### config.mk
export PLATFORM = sky130hd
export DESIGN_NAME = aes_cbc_chainer
export DESIGN_NICKNAME = d
export VERILOG_FILES = /design/src/rtl/aes_pkg.sv /design/src/rtl/aes_cbc_chainer.sv
export SDC_FILE = /design/constraint.sdc
export NUM_CORES = 1
export LEC_CHECK = 0
export ABC_AREA = 1
export CAP_MARGIN = 30
export CORE_AREA = 2 2 252 254
export CTS_BUF_LIST = sky130_fd_sc_hd__clkbuf_8 sky130_fd_sc_hd__clkbuf_16
export CTS_CLUSTER_DIAMETER = 100
export DETAILED_ROUTE_END_ITERATION = 8
export DIE_AREA = 0 0 254 256
export PLACE_DENSITY = 0.56
export SLEW_MARGIN = 20
export SYNTH_ARGS = -nofsm -noshare
export SYNTH_HDL_FRONTEND = slang
export SYNTH_SLANG_ARGS = --single-unit
### constraint.sdc
create_clock -name sys_clk -period 24.5 [get_ports sys_clk]
set_input_delay 2.45 -clock sys_clk [delete_from_list [all_inputs] [get_ports sys_clk]]
set_output_delay 2.45 -clock sys_clk [all_outputs]
set_load 0.02 [all_outputs]
### src/rtl/aes_pkg.sv
// Shared types and constants for the AES-256 CBC front end.
package aes_pkg;

   // One AES block, byte order identical to the datapath.
   typedef logic [127:0] block_t;

   // Chainer control states.
   typedef enum logic [1:0] {
      IDLE   = 2'd0,
      ACCEPT = 2'd1,
      WAIT   = 2'd2,
      OUTPUT = 2'd3
   } state_t;

   // Cycles from a datapath input change to a valid datapath output.
   localparam int DATAPATH_LATENCY = 15;

endpackage : aes_pkg

### src/rtl/aes_cbc_chainer.sv
// CBC chaining stage in front of the fixed-latency AES-256 datapath.
// One block in flight at a time: XOR plaintext with the chain value,
// wait PIPE_LATENCY cycles, capture ciphertext as output and new chain.
module aes_cbc_chainer
   import aes_pkg::*;
#(
   parameter int PIPE_LATENCY = DATAPATH_LATENCY   // must be >= 1
) (
   input  logic         sys_clk,
   input  logic         rst,
   input  logic         start,
   input  logic [127:0] iv,
   input  logic [127:0] pt_data,
   input  logic         pt_valid,
   input  logic         pt_last,
   output logic         pt_ready,
   output logic [127:0] core_in,
   input  logic [127:0] core_out,
   output logic [127:0] ct_data,
   output logic         ct_valid,
   output logic         ct_last,
   input  logic         ct_ready,
   output logic         busy
);

   localparam int CNT_W = $clog2(PIPE_LATENCY + 1);
   localparam logic [CNT_W-1:0] CNT_LOAD = CNT_W'(PIPE_LATENCY);
   localparam logic [CNT_W-1:0] CNT_ONE  = CNT_W'(1);

   state_t           state_q,   state_d;
   block_t           chain_q,   chain_d;
   block_t           core_in_q, core_in_d;
   block_t           ct_data_q, ct_data_d;
   logic             ct_last_q, ct_last_d;
   logic             last_q,    last_d;
   logic [CNT_W-1:0] cnt_q,     cnt_d;

   // State and datapath registers; reset aborts any block in flight.
   always_ff @(posedge sys_clk or posedge rst) begin
      if (rst) begin
         state_q   <= IDLE;
         chain_q   <= '0;
         core_in_q <= '0;
         ct_data_q <= '0;
         ct_last_q <= 1'b0;
         last_q    <= 1'b0;
         cnt_q     <= '0;
      end else begin
         state_q   <= state_d;
         chain_q   <= chain_d;
         core_in_q <= core_in_d;
         ct_data_q <= ct_data_d;
         ct_last_q <= ct_last_d;
         last_q    <= last_d;
         cnt_q     <= cnt_d;
      end
   end

   // Next-state logic; every register holds unless its state updates it.
   always_comb begin
      state_d   = state_q;
      chain_d   = chain_q;
      core_in_d = core_in_q;
      ct_data_d = ct_data_q;
      ct_last_d = ct_last_q;
      last_d    = last_q;
      cnt_d     = cnt_q;
      case (state_q)
         IDLE: begin
            if (start) begin
               chain_d = iv;
               state_d = ACCEPT;
            end
         end
         ACCEPT: begin
            if (pt_valid) begin
               core_in_d = pt_data ^ chain_q;
               last_d    = pt_last;
               cnt_d     = CNT_LOAD;
               state_d   = WAIT;
            end
         end
         WAIT: begin
            // Exit at 1 so the counter never wraps through zero.
            cnt_d = cnt_q - CNT_ONE;
            if (cnt_q == CNT_ONE) begin
               ct_data_d = core_out;
               chain_d   = core_out;
               ct_last_d = last_q;
               state_d   = OUTPUT;
            end
         end
         OUTPUT: begin
            if (ct_ready) begin
               state_d = ct_last_q ? IDLE : ACCEPT;
            end
         end
         default: state_d = IDLE;
      endcase
   end

   // Handshake flags are pure state decodes, so they are mutually exclusive.
   assign pt_ready = (state_q == ACCEPT);
   assign ct_valid = (state_q == OUTPUT);
   assign busy     = (state_q != IDLE);
   assign core_in  = core_in_q;
   assign ct_data  = ct_data_q;
   assign ct_last  = ct_last_q;

endmodule : aes_cbc_chainer

==> flow_summary.ini, run 1 <==
[outcome]
status = finished clean

[flow_run]
maxCapViolCount = 0

[critical_path]
rr_startpoint = state_q[0]
end_kind = register
required_ns = 24.93
critical_path_arrival_ns = 5.38
startpoint_type = input port
cp-startpoint = start
critPathKind = input port to register
cp_max_fo = 76

[global_route]
grt_pass1_vias = 15500
gr-usage-all-layers = 0.184
grt_pass1_wl_um = 93000
grt_start_max_net_pins = 158
antenna_found_initial = 5
grt.overflow.total = 0

[cts]
clk_latency_ns = 0.56
postCtsHoldBufs = 0
clkSinkCount = 392
numCtsBuffers = 47
cts_tree = built
clock_tree.root_cell = clkbuf_16
cts_resized = 0
clkTransAtPathRegs_ns = 0.06
clock_path_buffers = 3
htree_num_levels = 2
cts_setup_buffers = 0

[die]
dieArea_um2 = 65000
die_h_um = 256
num_rows = 92
die_w_um = 254
core-area_um2 = 62400
ioPinCount = 650
initial_core_util = 0.278

[power]
cellPowerDensity_nw_per_um2 = 130
vdd_drop_max_uv = 74.4
leakage_uw = 0.0123

[timing]
tightest_slew_ns = 0.961
skew_ns = 0.0202
setup_viol = 0
rsz0062_at_grt = no
fin_ws_ns = 19.56
hold_viol = 0
period_share = 0.202
final_max_slew_viol_count = 0
setup_tns_ns = 0
finalCriticalPeriod_ns = 4.94
fmax_mhz = 202
max_slew_margin = 0.359

[cells_and_area]
final_area_um2 = 26200
drive_above_1_share = 0.0379
area_growth_pct = 50.9
nets = 2976
postLayoutCoreUtil = 0.419
finalNonFillerCells = 3464

[synth]
synth_largest_area_cell = dfrtp_1
synth_top_cells_by_area = dfrtp_1 57%, nand2_1 14%, o21ai_0 8.2%, xnor2_1 6.5%, nand3_1 4.0%
syn-num-nets = 2386
yosysWarnings = 0
synth_cells = 1989
ys_types = 21
synth_area_um2 = 17300
yosysSeqAreaShare = 0.566
yosysTopAreaCellShare = 0.566
ys_seq_elements = 392
avgSynthCellArea_um2 = 8.72

[routing]
wl_per_cell_um = 17.7
first_pass_iters = 5
via_per_inst = 4.42
drc = 0
vias = 15300
ant_nets = 0
drt_iter0_drc = 906
drt-total-wl_um = 61200

[hold_path]
hp-class = register to register
hp-start = core_in[111]

[place]
dp_slack_ns = 18.86
placed_cell_area_um2 = 24500
hpwl_um = 44300
portBuffers = 649
dp_cells = 3373
gp_congestion = 0.873
-- metrics by stage --
| step | hold slack (ns) | total power (uW) |
|---|---|---|
| 5_1_grt | 0.505 | 3640 |
| 4_1_cts | 0.486 | 3450 |
| 3_3_place_gp | 0.466 | 2680 |
| 6_report | 0.480 | 3390 |
| 3_5_place_dp | 0.472 | 2710 |
| 2_1_floorplan | 0.463 | 2010 |
-- layout make-up --
cell class                 count  area (um2)
fill                        6264       36200
sequential                   392        9810
timing repair buffer         667        6740
multi-input combinational   1329        6420
clock buffer                  58        1350
tap                          846        1060
inverter                     142         548
clock inverter                26         233
antenna                        4        10.0
-- cells by family (layout without fill, tap and decap cells) --
kind of cell / after synthesis / count (layout) / share of synthesized area
xor gates and xnor gates: 128 / 128 / 0.0646
buffers and inverters: 268 / 893 / 0.0669
adders and majority gates: 7 / 7 / 0.00505
and+or+nand+nor: 803 / 803 / 0.184
DFF: 392 / 392 / 0.566
AOI/OAI and AO/OA: 391 / 391 / 0.114
other: 0 / 4 / 0
-- final timing paths --
| path | depth (start not counted) | slack [ns] | endpoint |
|---|---|---|---|
| max | 9 | 19.56 | chain_q[73] |
| min | 2 | 0.48 | core_in[111] |
| max reg2reg | 8 | 20.87 | chain_q[73] |
| min reg2reg | 2 | 0.48 | core_in[111] |
| max in group asynchronous | 6 | 20.10 | core_in[72] |
| min in group asynchronous | 2 | 2.33 | ct_data[121] |
-- state kept, by name, indices dropped and copies added (netlist names) --
name     count
cnt_q        4
core_in    128
ct_last      1
state_q      2
last_q       1
chain_q    128
ct_data    128
-- metal layers --
layer | vias to the layer above | track usage | part of all wire
met2 | 416 | 0.334 | 0.52
met5 | - | 0 | 0.00021
met3 | 89 | 0.0312 | 0.050
met1 | 7303 | 0.221 | 0.40
li1 | 7497 | - | -
met4 | 2 | 0.0526 | 0.024
-- report_power, final --
part           internal (uW)  switching (uW)  total, uW
combinational            651             912       1560
sequential               941             180       1120
clock                    430             280        711
total                   2020            1370       3390
-- critical path, stage by stage --
cell and delay [ns]:
clkdlybuf4s50_1 0.47, inv_1 0.04, nand2_1 0.08, o21a_4 0.12, buf_4 0.65, nand2_4 0.59
buf_4 0.58, nand2_1 0.19, nand2_1 0.06
-- synthesized netlist by cell type --
cell      count
clkbuf_1     42
o21ai_0     284
a21oi_1       1
nand2_2       1
nor2_1        4
buf_2        66
buf_1         2
inv_1       141
nand2_1     659
o21ai_4       1
buf_4        13
o21a_1        1
inv_2         1
nor3_1        1
nand3b_1      1
xnor2_1     128
nand3_1     137
dfrtp_1     392
buf_6         3
o21ai_1     104
ha_1          7
-- layout by cell type (no fill, tap or decap) --
master	Yosys	routed
inv_8	0	3
buf_12	0	2
nor2_1	4	4
bufinv_16	0	4
nor3_1	1	1
nand2_1	659	657
buf_4	13	12
clkbuf_8	0	9
nand3_4	0	1
o21ai_1	104	104
diode_2	0	4
o21a_4	0	1
o21ai_4	1	1
clkinv_2	0	6
inv_1	141	151
a21oi_1	1	1
nand3b_1	1	1
ha_1	7	7
clkdlybuf4s50_1	0	649
buf_16	0	4
dfrtp_1	392	392
nand2_8	0	1
clkinvlp_4	0	4
nand3_1	137	136
xnor2_1	128	128
nand2_4	0	2
clkbuf_16	0	49
o21ai_0	284	284
(Power assumes the default switching activity.)
==> inputs of run 2 (changes only) <==
Settings changed: PLACE_DENSITY 0.56 to 0.58.
Clock period 24.5 ns to 4.3 ns, I/O delays scaled along.
==> flow_summary.ini, run 2 (synthesis gave the netlist of run 1 again) <==
[outcome]
status = finished clean

[timing]
skew_ns = 0.00969
setup_viol = 0
max_slew_margin = 0.378
fin_ws_ns = 1.60
final_max_slew_viol_count = 0
period_share = 0.628
tightest_slew_ns = 0.933
setup_tns_ns = 0
fmax_mhz = 370
hold_viol = 0
finalCriticalPeriod_ns = 2.70
rsz0062_at_grt = no

[cells_and_area]
finalNonFillerCells = 3475
final_common_cell = nand2_1
final_cell_mix = 657 x nand2_1, 649 x clkdlybuf4s50_1, 392 x dfrtp_1
area_growth_pct = 51.6
drive_above_1_share = 0.0405
nets = 2983
multi_input_area_um2 = 6420
seq_area_um2 = 9810
fillerInstances = 6174

[cts]
clock_tree.root_cell = clkbuf_16
htree_num_levels = 2
cts_tree = built
postCtsHoldBufs = 0
numCtsBuffers = 48
clock_path_buffers = 3
cts_setup_buffers = 0
clkTransAtPathRegs_ns = 0.06
clk_latency_ns = 0.56
clkSinkCount = 392
cts_resized = 0

[routing]
drt-total-wl_um = 61100
drt_iter0_drc = 801
drc = 0
first_pass_iters = 5
vias = 15500
ant_nets = 0
wl_per_cell_um = 17.6
via_per_inst = 4.45

[die]
dieArea_um2 = 65000
core-area_um2 = 62400
initial_core_util = 0.278
die_h_um = 256
die_w_um = 254
ioPinCount = 650
num_rows = 92

[place]
dp_slack_ns = 1.71
hpwl_um = 44900
gp_congestion = 0.879
portBuffers = 649
dp_cells = 3382

[global_route]
grt_start_max_net_pins = 143
grt_pass1_wl_um = 92900
antenna_found_initial = 11
grt_pass1_vias = 15700
gr-usage-all-layers = 0.185
grt.overflow.total = 0

[power]
leakage_uw = 0.0123
cellPowerDensity_nw_per_um2 = 742
vdd_drop_max_uv = 436
pwr-share-clk = 0.216
power_frac_comb = 0.456
p_sw_frac = 0.400
pwr-share-seq = 0.328
power.internal_uw = 11700
netSwitchingPower_uw = 7800

[critical_path]
end_kind = output pin
cp_top_family = buffers and inverters
required_ns = 3.87
crit_buf_inv = 2
startpoint_type = register
critical_path_arrival_ns = 2.27
cpPeakStageDelay_ns = 0.75
crit_chain = inv_1 > ha_1 > clkdlybuf4s50_1
cp_max_fo = 5
cp_slowest_cell = clkdlybuf4s50_1
critPathKind = register to output pin

[hold_path]
hp-class = input port to async pin

[flow_run]
maxCapViolCount = 0
==> run 2: metal layers <==
metal,track usage,wire length [um]
met4,0.0788,2240
met3,0.0365,3500
met5,0,10
met2,0.319,30800
met1,0.222,24600
==> run 2: cell type report <==
cell class,instances,area share
well taps,846,0.0403
diodes,10,0.000952
flip-flops and latches,392,0.373
multi-input cells,1329,0.244
repair buffers,673,0.258
clock inverters,25,0.0115
clock buffers,58,0.0514
inverters,142,0.0207
==> run 2: through the flow <==
step           hold WS [ns]   util  area [um2]  total power (uW)
2_1_floorplan         0.463      -       17300             11500
3_3_place_gp          0.467  0.394       24600             15300
3_5_place_dp          0.472  0.394       24600             15500
4_1_cts               0.297  0.421       26300             19800
5_1_grt               0.325  0.421       26300             20900
6_report              0.316  0.421       26300             19500
==> run 2: worst reg2reg max path: cells and delay by family (launching register included) <==
| kind | cells | cell delay [ns] |
|---|---|---|
| compound gates | 1 | 0.10 |
| buf+inv | 3 | 1.36 |
| fa+ha+maj | 1 | 0.38 |
| flops | 1 | 0.42 |
| simple gates | 3 | 0.35 |
==> run 2: final timing paths <==
kind | depth (start not counted) | from | slack [ns] | end
max | 3 | state_q[1] | 1.60 | pt_ready
min | 2 | rst | 0.32 | ct_data[82]
max reg2reg | 8 | state_q[0] | 1.63 | chain_q[51]
min reg2reg | 2 | core_in[72] | 0.48 | core_in[72]
max in group asynchronous | 4 | rst | 2.94 | core_in[5]
min in group sys_clk | 3 | core_out[22] | 0.45 | ct_data[22]
==> run 2: power by group through the flow <==
stage	combinational (uW)	sequential [uW]	clock, uW
finish	8900	6400	4220
global route	9790	6600	4490
CTS	9100	6400	4340
detailed placement	9070	6440	0
global placement	8910	6390	0
floorplan	3980	7480	0
==> inputs of run 3 (changes only) <==
Settings changed: PLACE_DENSITY 0.58 to 0.56.
Clock period 4.3 ns to 2.5 ns, I/O delays scaled along.
==> flow_summary.ini, run 3 (synthesis gave the netlist of run 1 again) <==
[cts]
clk_latency_ns = 0.56
clkTransAtPathRegs_ns = 0.06
clock_path_buffers = 3
clock_tree.root_cell = clkbuf_16
htree_num_levels = 2
cts_setup_buffers = 0
cts_tree = built
clkSinkCount = 392
numCtsBuffers = 47

[routing]
vias = 15500
drt_iter0_drc = 882
first_pass_iters = 7
drc = 0
via_per_inst = 4.44
ant_nets = 0
wl_per_cell_um = 17.8
drt-total-wl_um = 62200

[critical_path]
crit_buf_inv = 3
end_kind = output pin
required_ns = 2.25
cp_top_family = buffers and inverters
cp_slowest_cell = clkdlybuf4s50_1
crit_chain = inv_1 > ha_1 > inv_1 > clkdlybuf4s50_1
critical_path_arrival_ns = 2.07
critPathKind = register to output pin
cpPeakStageDelay_ns = 0.65
rrSetupSlack_ns = 0.46
cp_max_fo = 5
crit_path_frequent_cell = inv_1
startpoint_type = register

[cells_and_area]
final_common_cell = nand2_1
drive_above_1_share = 0.0441
final_area_um2 = 26500
nets = 2993
final_cell_mix = 657 x nand2_1, 648 x clkdlybuf4s50_1, 392 x dfrtp_1
area_growth_pct = 52.8

[timing]
max_slew_margin = 0.577
fin_ws_ns = 0.176
setup_viol = 0
finalCriticalPeriod_ns = 2.32
rsz0062_at_grt = no
fmax_mhz = 430
tightest_slew_ns = 0.635
period_share = 0.930
hold_viol = 0
holdWs_ns = 0.272
skew_ns = 0.0186
final_max_slew_viol_count = 0

[outcome]
status = finished clean

[place]
portBuffers = 649
hpwl_um = 46300
dp_slack_ns = 0.487
placed_cell_area_um2 = 24800
gp_congestion = 0.848

[global_route]
grt_pass1_wl_um = 94300
gr-usage-all-layers = 0.188
antenna_found_initial = 10
grt_pass1_vias = 15700
grt_start_max_net_pins = 155
grt.overflow.total = 0

[die]
core-area_um2 = 62400
die_h_um = 256
num_rows = 92
ioPinCount = 650
dieArea_um2 = 65000
die_w_um = 254
initial_core_util = 0.278

[hold_path]
hp-class = input port to register

[flow_run]
maxCapViolCount = 0

[power]
cellPowerDensity_nw_per_um2 = 1280
vdd_drop_max_uv = 708
leakage_uw = 0.0124
-- run 3: changes by cell type in the layout (fill, tap and decap cells not counted) --
cell	change
buf_12	+10
buf_4	+1
bufinv_16	-1
clkbuf_8	+4
clkdlybuf4s50_1	-1
clkinv_2	-5
dlygate4sd2_1	+1
inv_1	+1
inv_6	+1
-- run 3: area by class of cell --
| cell class | count | area, um2 |
|---|---|---|
| clock buffers | 62 | 1410 |
| repair buffers | 684 | 6980 |
| flip-flops and latches | 392 | 9810 |
| multi-input cells | 1329 | 6420 |
| diodes | 10 | 25.0 |
| fillers | 6212 | 35900 |
| clock inverters | 21 | 259 |
| inverters | 142 | 544 |
| well taps | 846 | 1060 |
-- run 3: path summary, 6_finish.rpt --
path                               from            to  depth (start not counted)
max                          state_q[0]          busy                          4
min                        core_out[34]   ct_data[34]                          3
max reg2reg                  state_q[0]   chain_q[40]                          6
min reg2reg                core_in[124]  core_in[124]                          2
max in group asynchronous           rst  ct_data[124]                          4
min in group asynchronous           rst   core_in[91]                          3
-- run 3: worst min-delay path: stages --
cell and delay, ns:
clkdlybuf4s50_1 0.39, inv_1 0.07, o21ai_0 0.08
-- run 3: through the flow --
stage	utilization	TNS, ns	instances	total power (uW)
floorplan	-	-1185.36	1989	19700
global placement	0.398	0	3393	26600
detailed placement	0.398	0	3393	26900
CTS	0.424	0	3476	34400
global route	0.425	0	3486	36200
finish	0.425	0	3486	33900
-- run 3: metal layers --
layer,GRT usage,share of wire,routed length (um),vias to the layer above
met5,0,0,0,-
met2,0.328,0.51,31700,467
met1,0.229,0.40,24800,7329
li1,-,-,-,7549
met3,0.0333,0.057,3550,118
met4,0.0719,0.034,2130,0
-- run 3: where the power goes --
part	switching, uW	internal (uW)	total (uW)
Clock	2760	4540	7300
Combinational	8920	6630	15600
Sequential	1800	9220	11000
-- run 3: what timing repair did --
| item | in CTS | in global routing |
|---|---|---|
| hold buffers | 0 | 0 |
| gates resized for setup | 1 | 0 |
| hold endpoints to repair | 0 | 0 |
| setup endpoints to repair | 1 | 0 |
==> variant: new RTL, settings of run 3 <==
`DATAPATH_LATENCY`: 15 -> 30.
--- a/src/rtl/aes_pkg.sv
+++ b/src/rtl/aes_pkg.sv
@@ -14,5 +14,5 @@
 
    // Cycles from a datapath input change to a valid datapath output.
-   localparam int DATAPATH_LATENCY = 15;
+   localparam int DATAPATH_LATENCY = 30;
 
 endpackage : aes_pkg
Check against the original RTL: no difference found for any inputs over 4 cycles, from zero or initial values and one cycle with rst high; that may be too few to reach the edited logic, so the function may still have changed.
==> variant against run 3 <==
Register-to-register slack lost 220 ps; non-clock buffer count grew 8; synthesized area grew 0.22%; synthesized cell count grew 0.50%; wire length grew 4.0%; clock power shrank 0.5%; power shrank 3.6%; final area grew 0.46%; global-route usage grew 0.82 points; sequential cell count grew 1; setup slack lost 34 ps; die area is the same; combinational power shrank 6%.
==> variant: results (changes against run 3) <==
[drt]
drt-total-wl_mm=64.7  ; +4.0%
vias_per_cell=4.44  ; +0.14%
dr.pass1.iters=5  ; -2

[cts]
cts_buffers=48  ; +2.1%
clk_latency_ps=580  ; +20 ps

[power_and_ir_drop]
power_frac_seq=0.327  ; +0.002
p_leak_nw=12.5  ; +0.71%
p_total_mw=32.7  ; -3.6%

[synth]
synth-seq-area-share=0.566  ; about the same
synth_cell_types=22  ; +4.8%
syn-instance-count=1999  ; +0.50%
synth_commonest_cells=661 x nand2_1, 393 x dfrtp_1, 296 x o21ai_0, 143 x inv_1, 140 x nand3_1

[place]
post-place-ws_ps=301  ; -187 ps
placed_cells=3411  ; +0.53%
placed_area_sq_um=25000  ; +0.56%
dpl.hpwl_mm=48.4  ; +4.4%

[global_route]
grt_pass1_wl_mm=97.5  ; +3.4%
grt_usage=0.196  ; +0.00815
grt_pass1_vias=16000  ; +1.6%
grt_max_degree=97  ; -37%

[setup_path]
arrival_ps=2110  ; +40 ps

[cells_and_area]
num-nets-final=3012  ; +0.63%
stdcell_count=3501  ; +0.43%

[sta]
worstMarginPinSlew_ps=538  ; -96.6 ps

[outcome]
status=finished clean

-- variant: cell count changes in the layout (fill, tap and decap cells not counted), sizes merged, moves of 2 or more --
cell,change
buf,+8
clkbuf,-2
clkinv,+4
diode,-5
inv,+3
nand2,+2
nand3,+3
nor2,+2
-- variant: path summary, 6_finish.rpt --
kind,endpoint,slack [ps],depth (start not counted)
worst min register to register,ct_data[82],480,2
worst max-delay path,pt_ready,140,3
worst max register to register,chain_q[11],240,8
min in group sys_clk,ct_data[39],250,3
max in group asynchronous,core_in[47],1710,3
worst min-delay path,core_in[8],220,3
-- variant: tightest hold or removal path: cells and delay by family --
| family | cells | cell delay, ps |
|---|---|---|
| buf+inv | 3 | 870 |
-- variant: logic make-up after synthesis --
logic type	Yosys count	share of synthesized area
fa+ha+maj	7	0.00504
simple gates	811	0.186
flops	393	0.566
compound gates	390	0.113
buf+inv	270	0.0656
xor+xnor	128	0.0645
-- variant: final cells by class --
cell class / instances / area (sq um)
Timing Repair Buffer: 692 / 7060
Sequential cell: 393 / 9830
Clock inverter: 25 / 279
Multi-Input combinational cell: 1336 / 6460
Tap cell: 846 / 1060
Clock buffer: 60 / 1380
Fill cell: 6210 / 35800
Antenna cell: 5 / 12.5
Inverter: 144 / 552
-- variant: per-layer routing --
metal	global-route usage	wire [um]	vias up
li1	-	-	7589
met1	0.244	26800	7314
met2	0.330	31000	558
met3	0.0584	5510	89
met4	0.0489	1350	2
met5	0	13	-
-- variant: repair_timing --
item,CTS,global route
hold endpoints to repair,0,0
hold buffers,0,0
endpoints found under the setup margin,1,0
gates resized for setup,1,0
